--- src/rtl/dram_arbiter.sv ---
// Two-port (core / debug) arbiter in front of a single-ported word-wide DRAM.
// Grants combinationally with round-robin fairness, aligns store data and byte
// lanes, flags misaligned or reserved accesses, and returns extended load data
// one cycle after the read command.
module dram_arbiter #(
    parameter int XLEN = 32
) (
    input  logic            clk_i,
    input  logic            rst_i,
    // requester 0 (core)
    input  logic            req0_i,
    input  logic            we0_i,
    input  logic [2:0]      sel0_i,
    input  logic [XLEN-1:0] addr0_i,
    input  logic [XLEN-1:0] wdata0_i,
    output logic            gnt0_o,
    output logic            rvalid0_o,
    output logic [XLEN-1:0] rdata0_o,
    output logic            err0_o,
    // requester 1 (debug)
    input  logic            req1_i,
    input  logic            we1_i,
    input  logic [2:0]      sel1_i,
    input  logic [XLEN-1:0] addr1_i,
    input  logic [XLEN-1:0] wdata1_i,
    output logic            gnt1_o,
    output logic            rvalid1_o,
    output logic [XLEN-1:0] rdata1_o,
    output logic            err1_o,
    // DRAM side
    output logic            dram_en_o,
    output logic [3:0]      dram_wr_byte_en_o,
    output logic [XLEN-3:0] dram_addr_o,
    output logic [XLEN-1:0] dram_wdata_o,
    input  logic [XLEN-1:0] dram_rdata_i
);

    typedef enum logic {
        S_IDLE = 1'b0,
        S_RESP = 1'b1
    } state_t;

    // Per-port views of the request buses so the two ports share one decoder
    logic [1:0]      w_req;
    logic            w_we    [2];
    logic [2:0]      w_sel   [2];
    logic [XLEN-1:0] w_addr  [2];
    logic [XLEN-1:0] w_wdata [2];
    logic [1:0]      w_bad;
    logic [1:0]      w_rvalid;
    logic [XLEN-1:0] w_rdata [2];

    assign w_req      = {req1_i, req0_i};
    assign w_we[0]    = we0_i;
    assign w_we[1]    = we1_i;
    assign w_sel[0]   = sel0_i;
    assign w_sel[1]   = sel1_i;
    assign w_addr[0]  = addr0_i;
    assign w_addr[1]  = addr1_i;
    assign w_wdata[0] = wdata0_i;
    assign w_wdata[1] = wdata1_i;

    state_t          r_state;
    logic            r_last;     // index of the port granted most recently
    logic            r_port;     // port owning the outstanding load
    logic [2:0]      r_sel;
    logic [1:0]      r_off;

    logic [1:0]      w_gnt;
    logic            w_win;
    logic            w_valid;
    logic            w_load;
    logic [2:0]      w_s_sel;
    logic [XLEN-1:0] w_s_addr;
    logic [XLEN-1:0] w_s_wdata;
    logic            w_s_we;
    logic [XLEN-1:0] w_shift;
    logic [XLEN-1:0] w_ext;

    // Alignment/reserved-size check, evaluated for both ports in parallel
    generate
        for (genvar gi = 0; gi < 2; gi++) begin : g_chk
            assign w_bad[gi] = (w_sel[gi][1:0] == 2'b11) ||
                               ((w_sel[gi][1:0] == 2'b01) && w_addr[gi][0]) ||
                               ((w_sel[gi][1:0] == 2'b10) && (w_addr[gi][1:0] != 2'b00));
        end
    endgenerate

    // Round-robin grant: a lone requester always wins, a conflict goes to the
    // port that was not granted last. Nothing is granted while in reset.
    always_comb begin
        w_gnt = 2'b00;
        if (!rst_i) begin
            if (&w_req) begin
                w_gnt[~r_last] = 1'b1;
            end else begin
                w_gnt = w_req;
            end
        end
    end

    assign w_win     = w_gnt[1];
    assign w_s_sel   = w_sel[w_win];
    assign w_s_addr  = w_addr[w_win];
    assign w_s_wdata = w_wdata[w_win];
    assign w_s_we    = w_we[w_win];
    assign w_valid   = (|w_gnt) && !w_bad[w_win];
    assign w_load    = w_valid && !w_s_we;

    assign gnt0_o = w_gnt[0];
    assign gnt1_o = w_gnt[1];
    assign err0_o = w_gnt[0] && w_bad[0];
    assign err1_o = w_gnt[1] && w_bad[1];

    // DRAM command: lanes and replicated data for stores, all-zero when idle
    always_comb begin
        dram_en_o         = 1'b0;
        dram_wr_byte_en_o = 4'b0000;
        dram_addr_o       = '0;
        dram_wdata_o      = '0;
        if (w_valid) begin
            dram_en_o   = 1'b1;
            dram_addr_o = w_s_addr[XLEN-1:2];
            if (w_s_we) begin
                case (w_s_sel[1:0])
                    2'b00: begin
                        dram_wr_byte_en_o = 4'b0001 << w_s_addr[1:0];
                        dram_wdata_o      = {4{w_s_wdata[7:0]}};
                    end
                    2'b01: begin
                        dram_wr_byte_en_o = 4'b0011 << w_s_addr[1:0];
                        dram_wdata_o      = {2{w_s_wdata[15:0]}};
                    end
                    default: begin
                        dram_wr_byte_en_o = 4'b1111;
                        dram_wdata_o      = w_s_wdata;
                    end
                endcase
            end
        end
    end

    // Response FSM: RESP for exactly the cycle after each granted load
    always_ff @(posedge clk_i) begin
        if (rst_i) begin
            r_state <= S_IDLE;
            r_port  <= 1'b0;
            r_sel   <= 3'b000;
            r_off   <= 2'b00;
        end else if (w_load) begin
            r_state <= S_RESP;
            r_port  <= w_win;
            r_sel   <= w_s_sel;
            r_off   <= w_s_addr[1:0];
        end else begin
            r_state <= S_IDLE;
        end
    end

    // Fairness pointer moves only on accesses that actually reach the DRAM
    always_ff @(posedge clk_i) begin
        if (rst_i) begin
            r_last <= 1'b1;
        end else if (w_valid) begin
            r_last <= w_win;
        end
    end

    // Bring the addressed byte/halfword down to bit 0 and extend it
    assign w_shift = dram_rdata_i >> {r_off, 3'b000};

    always_comb begin
        case (r_sel[1:0])
            2'b00:   w_ext = {{(XLEN-8){~r_sel[2] & w_shift[7]}}, w_shift[7:0]};
            2'b01:   w_ext = {{(XLEN-16){~r_sel[2] & w_shift[15]}}, w_shift[15:0]};
            default: w_ext = w_shift;
        endcase
    end

    // Per-port response pulse and hold register for the last returned data
    generate
        for (genvar gi = 0; gi < 2; gi++) begin : g_resp
            logic [XLEN-1:0] r_rdata;

            assign w_rvalid[gi] = (r_state == S_RESP) && !rst_i && (r_port == 1'(gi));
            assign w_rdata[gi]  = w_rvalid[gi] ? w_ext : r_rdata;

            // Remember the data so the output holds between pulses
            always_ff @(posedge clk_i) begin
                if (rst_i) begin
                    r_rdata <= '0;
                end else if (w_rvalid[gi]) begin
                    r_rdata <= w_ext;
                end
            end
        end
    endgenerate

    assign rvalid0_o = w_rvalid[0];
    assign rvalid1_o = w_rvalid[1];
    assign rdata0_o  = w_rdata[0];
    assign rdata1_o  = w_rdata[1];

endmodule

--- config.mk ---
export PLATFORM = sky130hd
export DESIGN_NAME = dram_arbiter
export DESIGN_NICKNAME = d
export VERILOG_FILES = /design/src/rtl/dram_arbiter.sv
export SDC_FILE = /design/constraint.sdc
export NUM_CORES = 1
export LEC_CHECK = 0
export BUFFER_PORTS_ARGS = -buffer_cell sky130_fd_sc_hd__buf_2
export CORE_AREA = 3 3 121 123
export DETAILED_ROUTE_END_ITERATION = 8
export DIE_AREA = 0 0 124 126
export PLACE_DENSITY = 0.73
export SLEW_MARGIN = 0
export SYNTH_ARGS = -nofsm -noshare
export SYNTH_HDL_FRONTEND = slang
export SYNTH_SLANG_ARGS = --single-unit
--- constraint.sdc ---
create_clock -name clk_i -period 3.1 [get_ports clk_i]
set_input_delay 0.62 -clock clk_i [delete_from_list [all_inputs] [get_ports clk_i]]
set_output_delay 0.62 -clock clk_i [all_outputs]
set_load 0.005 [all_outputs]
==> flow_summary.ini, run 1 <==
[critical_path]
crit_fanout = 10
crit_chain = buf_2, o21a_1, or4b_4, o32a_1, buf_4, a211oi_1, buf_2
critPathMaxStageDelay_ns = 0.50
crit_path_start_kind = primary input
crit_required_ns = 2.48
critPathSlowestCell = or4b_4
cp_common_cell = buf_2
path_delay_family = compound AO/OA/AOI/OAI gates
cp_data_arrival_time_ns = 2.46
critPathKind = primary input to primary output
end_kind = primary output
path_buf_inv = 3

[synth]
yosysTopAreaCell = dfxtp_1
yosysUniqueCellTypes = 51
synthTopCellsByCount = 168 x nand2_1, 72 x dfxtp_1, 70 x mux2i_1
seq_area_frac_synth_pct = 26.4
synth_ff_type = dfxtp_1
synth.avg_cell_area_um2 = 7.11
synth_enable_flop_cells = 0
async_flop_share_pct = 0
netlist.area_leader.share_pct = 26.4
ys_warn_count = 0
synth.area.top_cells = dfxtp_1 26%, mux2i_1 13%, nand2_1 12%
yosysMostFrequentCell = nand2_1
synthesis.area_um2 = 5460
synth_nets = 940
netlist_instances = 768
ys_seq_elements = 72

[clock_network]
clkTransAtPathRegs_ns = 0.06
cts_buffer_depth = 2
postCtsHoldBufs = 0
cts_root_buf = clkbuf_16
cts_num_sinks = 72
htreeDepth = 3
worstSkewPairLatency_ns = 0.34
cts_tree = done
cts_buffers = 9

[timing]
slew-limit-headroom_pct = 57.9
fin_crit_ns = 3.08
setup_viol = 0
hold_violations = 0
skew_ns = 0.0116
worst_pin_slew_ns = 0.631
rsz0062_at_grt = false
slew_violations = 0
tns_ns = 0
timing.fmax_mhz = 324
min_period_over_period_pct = 99.5

[global_routing]
use_met3_pct = 6.96
grt_pass1_vias = 6332
grt_pass1_wl_um = 34700
grt_use_met2_pct = 45.9
busiest_layer = met2
grt.total_usage_pct = 28.5
grt_use_met1_pct = 36.8
gr-total-overflow = 0
grt_max_degree = 65
antenna_found_initial = 2

[floorplan]
pin_count = 309
rows = 43
die_area_um2 = 15600
die_h_um = 126
fp.dieW_um = 124
core_area_um2 = 13800
initial_core_util_pct = 39.7

[final_layout]
nets = 1233
syn2layout_area_growth_pct = 41.4
drive_above_1_share_pct = 37.8
fin_cells = 1247

[pwr]
power.leakage_nw = 3.88
power_density_nw_per_um2 = 379
power_mw = 2.93
vdd_drop_max_mv = 0.337

[drt]
wl_per_cell_um = 18.8
viasPerCell = 5.54
drt-total-wl_um = 23500
dr.pass1.iters = 5
num_vias = 6903
drc = 0
dr.first_iter.drc_count = 584
ant_nets = 0

[job]
max-cap-violations = 0

[worst_hold_path]
holdCritPathClass = flip-flop to flip-flop

[placed_design]
port_buffers = 308
gp_congestion = 0.945
post-dp-hpwl_um = 18400
dp.cells = 1230

[status]
status = finished, final reports clean
-- cell usage in the layout (no fill, tap or decap), types with 20 or more instances in the layout --
| cell | n |
|---|---|
| buf_4 | 48 |
| a211oi_1 | 24 |
| o21ai_0 | 53 |
| buf_2 | 308 |
| and3_1 | 23 |
| o22ai_1 | 34 |
| nor2_1 | 20 |
| mux2i_1 | 70 |
| a21oi_1 | 69 |
| nand2_1 | 168 |
| dfxtp_1 | 71 |
-- registers in the layout, indices dropped and copies added (netlist names) --
signal,count
g_resp.r_rdata,64
r_sel,3
r_off,2
r_last,1
r_port,1
r_state,1
-- metrics by stage --
stage	instance area, um^2	worst slack, ns	hold slack, ns	util [%]
final	7730	0.0163	0.440	56.1
after global routing	7730	0.00988	0.471	56.1
after CTS	7700	0.0469	0.443	55.9
after detailed placement	7350	0.0408	0.433	53.4
after global placement	7350	0.0400	0.429	53.4
after floorplan	5460	0.421	0.423	-
-- final cells by class --
| type | instances | area (um^2) |
|---|---|---|
| diodes | 1 | 2.50 |
| clock buffers | 9 | 225 |
| clock inverters | 7 | 125 |
| fillers | 1384 | 6050 |
| inverters | 10 | 37.5 |
| multi-input cells | 607 | 3670 |
| flip-flops and latches | 72 | 1440 |
| well taps | 180 | 225 |
| repair buffers | 361 | 2000 |
-- path summary, 6_finish.rpt --
check | start | endpoint | slack (ns) | cells past startpoint
min | g_resp[0].r_rdata[12]$_SDFF_PP0_ | g_resp[0].r_rdata[12]$_SDFF_PP0_ | 0.44 | 2
max reg2reg | r_last$_SDFFE_PP1P_ | r_port$_SDFFE_PP0P_ | 1.24 | 5
max | addr0_i[0] | dram_wdata_o[8] | 0.02 | 7
min reg2reg | g_resp[0].r_rdata[12]$_SDFF_PP0_ | g_resp[0].r_rdata[12]$_SDFF_PP0_ | 0.44 | 2
-- cells by family (layout without fill, tap and decap cells) --
family                 after synthesis  after routing  share of synthesized area (%)
AO/OA/AOI/OAI                      231            231                           26.4
other                                0              1                              0
flip-flops                          72             72                           26.4
AND/OR/NAND/NOR                    297            297                           25.4
buffers and inverters               89            387                           7.12
multiplexers                        79             79                           14.7
-- layer usage --
metal  wire [um]  vias up
met5          13        -
met4         866        2
met3        2010       63
met2       11300      343
met1        9290     3133
li1            -     3362
-- power by group --
part / internal [mW] / leakage (nW) / switching (mW) / total, mW
clock: 0.796 / 0.171 / 0.420 / 1.22
sequential: 0.948 / 0.582 / 0.0149 / 0.963
combinational: 0.318 / 3.13 / 0.430 / 0.748
-- worst register-to-register path, cell delays in order, from the launching register on --
cell and delay, ns:
dfxtp_1 0.33, nand2_1 0.25, nand2_4 0.16, buf_12 0.21
o32a_1 0.49, a32o_1 0.32
-- what timing repair did --
action                                  CTS  global route
resized for setup                         0             5
buffers inserted                          0             0
endpoints found under the setup margin    0            22
No activity file was read; power rests on OpenSTA's default activity.
==> inputs of run 2 (changes only) <==
==> constraint.sdc (replaced) <==
create_clock -name clk_i -period 3.1 [get_ports clk_i]
set_input_delay 0.155 -clock clk_i [delete_from_list [all_inputs] [get_ports clk_i]]
set_output_delay 0.155 -clock clk_i [all_outputs]
set_load 0.005 [all_outputs]
==> run 2 against run 1 <==
  * Global-route usage shrank 0.52 points
  * Sequential cell count did not move
  * Fmax increased by 14%
  * Power down 5.6%
  * Wire length shrank 2.2%
  * Count of clock-buffer cells in the layout rose by 1
  * Largest power group unchanged
==> flow_summary.ini, run 2 (synthesis results as in run 1) <==
[clock_network]
cts_num_sinks = 72
worstSkewPairLatency_ns = 0.33
cts_resized = 0
postCtsSetupBuffers = 0
htreeDepth = 3
cts_tree = done
cts_buffer_depth = 2
clkTransAtPathRegs_ns = 0.06
cts_buffers = 9
postCtsHoldBufs = 0
cts_root_buf = clkbuf_16

[critical_path]
r2r_slack_ns = 0.95
crit_start = r_off[1]$_SDFFE_PP0P_
critPathKind = flip-flop to primary output
reg2reg_to = g_resp[1].r_rdata[12]$_SDFF_PP0_
crit_end = rdata1_o[8]
end_kind = primary output
cp_data_arrival_time_ns = 2.55
r2r_cells = 5
crit_required_ns = 2.94
crit_path_start_kind = flip-flop
crit_fanout = 24
r2r_start = r_off[1]$_SDFFE_PP0P_

[final_layout]
layout_commonest_cell = buf_2
drive_above_1_share_pct = 35.6
utilization_pct = 53.7
design_area_um2 = 7390
regMostFlops = g_resp.r_rdata
syn2layout_area_growth_pct = 35.3
top_regs = g_resp.r_rdata x64, r_sel x3, r_off x2
final_cell_mix = 308 x buf_2, 168 x nand2_1, 71 x dfxtp_1
largest_register_ffs = 64
nets = 1203
num-fill-cells = 1429

[placed_design]
port_buffers = 308
post-dp-hpwl_um = 17900
placed_area_um2 = 7060
gp_congestion = 0.946

[drt]
met3_length_um = 2100
num_vias = 6863
drt-total-wl_um = 23000
dr.first_iter.drc_count = 676
drc = 0
met1Wirelength_um = 9210
viasPerCell = 5.63
wl_per_cell_um = 18.9
dr.pass1.iters = 5
top_layer = met4
wl_met2_um = 11000
ant_nets = 0

[timing]
tns_ns = 0
slew_violations = 0
hold_violations = 0
slew-limit-headroom_pct = 24.1
min_period_over_period_pct = 87.2
setup_viol = 0
rsz0062_at_grt = false
timing.fmax_mhz = 370
skew_ns = 0.00730
fin_crit_ns = 2.70
worst_pin_slew_ns = 1.14

[floorplan]
die_h_um = 126
initial_core_util_pct = 39.7
core_area_um2 = 13800
rows = 43
fp.dieW_um = 124
pin_count = 309
die_area_um2 = 15600

[global_routing]
gr-total-overflow = 0
grt_pass1_vias = 6465
grt_pass1_wl_um = 34600
grt.total_usage_pct = 28.0
grt_max_degree = 66
antenna_found_initial = 3

[pwr]
power.leakage_nw = 3.69
power_density_nw_per_um2 = 374
vdd_drop_max_mv = 0.340

[worst_hold_path]
holdCritPathClass = primary input to flip-flop

[status]
status = finished, final reports clean

[job]
max-cap-violations = 0
## run 2: cell count changes in the layout (fill, tap and decap cells not counted), moves of 2 or more
cell and change:
a211oi_1 +2, a211oi_2 -2, buf_12 -5, buf_4 -25
diode_2 +2, inv_6 -2
## run 2: power by group
part           internal [mW]  switching, mW  total, mW  leakage [nW]
combinational          0.279          0.413      0.692          2.95
sequential             0.948         0.0147      0.963         0.582
clock                  0.709          0.399       1.11         0.157
## run 2: critical path: stages, from the launching register on
cell      delay [ns]
dfxtp_1         0.45
buf_4           0.34
nand2b_1        0.10
o221ai_1        0.86
nand3_1         0.21
nand2_1         0.13
buf_2           0.12
## run 2: cell type report
type | count | area [um^2] | area share, %
well taps | 180 | 225 | 3.05
clock buffers | 10 | 229 | 3.10
inverters | 10 | 37.5 | 0.508
clock inverters | 6 | 91.3 | 1.24
repair buffers | 331 | 1710 | 23.2
diodes | 3 | 7.51 | 0.102
multi-input cells | 607 | 3640 | 49.3
flip-flops and latches | 72 | 1440 | 19.5
## run 2: routing by layer
| layer | vias up | global-route usage (%) |
|---|---|---|
| met4 | 0 | 10.7 |
| met5 | - | 0 |
| met1 | 3149 | 36.4 |
| li1 | 3310 | - |
| met2 | 355 | 44.2 |
| met3 | 49 | 7.32 |
## run 2: stage by stage
stage	total power, mW	instances	hold WS [ns]	worst slack (ns)
3_3_place_gp	1.66	1200	0.432	0.780
5_1_grt	2.88	1219	0.190	0.154
6_report	2.76	1219	0.176	0.398
3_5_place_dp	1.66	1200	0.435	0.766
4_1_cts	2.76	1216	0.166	0.380
2_1_floorplan	1.36	768	0.335	1.35
## run 2: how the worst min path moves through the flow
stage / depth (start not counted) / startpoint / slack [ns] / end
2_1_floorplan: 2 / req0_i / 0.34 / r_last$_SDFFE_PP1P_
3_3_place_gp: 2 / g_resp[0].r_rdata[8]$_SDFF_PP0_ / 0.43 / g_resp[0].r_rdata[8]$_SDFF_PP0_
3_5_place_dp: 2 / g_resp[1].r_rdata[8]$_SDFF_PP0_ / 0.43 / g_resp[1].r_rdata[8]$_SDFF_PP0_
4_1_cts: 3 / we1_i / 0.17 / r_port$_SDFFE_PP0P_
5_1_grt: 3 / req0_i / 0.19 / r_last$_SDFFE_PP1P_
6_report: 3 / we1_i / 0.18 / r_port$_SDFFE_PP0P_
==> inputs of run 3 (changes only) <==
--- a/config.mk
+++ b/config.mk
@@ -6,10 +6,10 @@
 export NUM_CORES = 1
 export LEC_CHECK = 0
 export BUFFER_PORTS_ARGS = -buffer_cell sky130_fd_sc_hd__buf_2
-export CORE_AREA = 3 3 121 123
+export CORE_AREA = 3 3 117 119
 export DETAILED_ROUTE_END_ITERATION = 8
-export DIE_AREA = 0 0 124 126
-export PLACE_DENSITY = 0.73
+export DIE_AREA = 0 0 120 122
+export PLACE_DENSITY = 0.77
 export SLEW_MARGIN = 0
 export SYNTH_ARGS = -nofsm -noshare
 export SYNTH_HDL_FRONTEND = slang
==> run 3 against run 2 <==
  * Clock power fell by 6%
  * Cell count fell by 0.90%
  * Sequential share of layout area rose by 0.13 points
  * Register-to-register slack got worse by 0.04 ns
  * Core utilization rose by 4.3 points
  * Via count rose by 1.3%
  * Count of clock-buffer cells in the layout fell by 1
  * First-iteration DRC count rose by 7.5%
  * Wire length fell by 1.0%
  * Power fell by 2.6%
  * Fmax fell by 1.9%
  * Global-route usage rose by 1.4 points
==> flow_summary.ini, run 3 (synthesis results as in run 1) <==
[status]
status = finished, final reports clean

[critical_path]
cp_data_arrival_time_ns = 2.60
end_kind = primary output
crit_required_ns = 2.94
critPathSlowestCell = o221ai_1
crit_fanout = 23
crit_path_start_kind = flip-flop
crit_chain = buf_4, nand2b_1, o221ai_1, nand3_1, nand2_1, buf_2
critPathKind = flip-flop to primary output
critPathMaxStageDelay_ns = 0.82

[clock_network]
cts_tree = done
cts_resized = 0
cts_buffer_depth = 2
postCtsSetupBuffers = 0
worstSkewPairLatency_ns = 0.33
htreeDepth = 3
cts_root_buf = clkbuf_16
cts_buffers = 9
cts_num_sinks = 72
clkTransAtPathRegs_ns = 0.06
postCtsHoldBufs = 0

[global_routing]
grt_pass1_wl_um = 34300
grt_pass1_vias = 6296
gr-total-overflow = 0
antenna_found_initial = 3
grt_max_degree = 66
grt.total_usage_pct = 29.4

[floorplan]
die_h_um = 122
initial_core_util_pct = 43.1
fp.dieW_um = 120
pin_count = 309
die_area_um2 = 14600
rows = 41
core_area_um2 = 12700

[drt]
drc = 0
dr.pass1.iters = 5
dr.first_iter.drc_count = 727
viasPerCell = 5.75
ant_nets = 0
drt-total-wl_um = 22800
num_vias = 6951
wl_per_cell_um = 18.8

[placed_design]
port_buffers = 308
dp.cells = 1189
post-dp-hpwl_um = 17400
gp_congestion = 0.949

[pwr]
p_switching_mw = 0.837
sw_frac_of_total_pct = 31.1
vdd_drop_max_mv = 0.242
pwr-share-clk_pct = 38.6
power_mw = 2.69
seqPwrFrac_pct = 35.8
internal-power_mw = 1.85
power_density_nw_per_um2 = 366
p_comb_share_pct = 25.6
power.leakage_nw = 3.66

[timing]
skew_ns = 0.00623
slew-limit-headroom_pct = 26.2
tns_ns = 0
setup_viol = 0
fin_crit_ns = 2.76
worst_pin_slew_ns = 1.10
rsz0062_at_grt = false
min_period_over_period_pct = 88.9
slew_violations = 0
timing.fmax_mhz = 363
hold_violations = 0

[final_layout]
layout_commonest_cell = buf_2
drive_above_1_share_pct = 35.5
final_cell_mix = 308 x buf_2, 168 x nand2_1, 71 x dfxtp_1
multiInputGateArea_um2 = 3640
top_regs = g_resp.r_rdata x64, r_sel x3, r_off x2
largest_register_ffs = 64
nets = 1200
fin_cells = 1208
regArea_um2 = 1440
syn2layout_area_growth_pct = 34.4
num-fill-cells = 1230
regMostFlops = g_resp.r_rdata

[worst_hold_path]
holdCritPathClass = primary input to flip-flop

[job]
max-cap-violations = 0
==> run 3: stage by stage <==
stage	setup WS [ns]	util [%]	area (um^2)	hold WS, ns
final	0.344	58.0	7340	0.158
after global routing	0.163	57.9	7340	0.174
after CTS	0.344	57.9	7340	0.139
after detailed placement	0.697	55.5	7030	0.434
after global placement	0.723	55.5	7030	0.429
after floorplan	1.35	-	5460	0.335
==> run 3: routing by layer <==
layer	routed length, um	global-route usage, %	up-vias
met2	10400	46.6	383
li1	-	-	3311
met4	822	10.7	2
met3	2210	7.10	55
met1	9340	39.1	3200
met5	11	0	-
==> run 3: layout make-up <==
class / instances / share of cell area (%)
inverter: 10 / 0.511
multi-input combinational: 607 / 49.6
sequential: 72 / 19.6
tap: 172 / 2.93
antenna: 3 / 0.102
timing repair buffer: 328 / 23.0
clock buffer: 9 / 3.07
clock inverter: 7 / 1.07
==> run 3: worst paths after layout <==
kind	startpoint	to	slack, ns	cells past startpoint
setup / recovery	r_off[1]$_SDFFE_PP0P_	rdata0_o[9]	0.34	6
hold / removal	we1_i	r_port$_SDFFE_PP0P_	0.16	3
setup reg to reg	r_off[1]$_SDFFE_PP0P_	g_resp[0].r_rdata[14]$_SDFF_PP0_	0.91	5
hold reg to reg	g_resp[0].r_rdata[9]$_SDFF_PP0_	g_resp[0].r_rdata[9]$_SDFF_PP0_	0.44	2
==> run 3: critical path: cells and delay by family (launching register included) <==
family / cells / cell delay, ns
and+or+nand+nor: 3 / 0.48
DFF: 1 / 0.51
buffers and inverters: 2 / 0.47
AOI/OAI and AO/OA: 1 / 0.82
==> run 3: power groups by stage <==
stage	logic, mW	registers [mW]	clock network (mW)
after floorplan	0.389	0.976	0
after global placement	0.672	0.982	0
after detailed placement	0.674	0.983	0
after CTS	0.677	0.962	1.05
after global routing	0.748	0.965	1.09
final	0.689	0.963	1.04
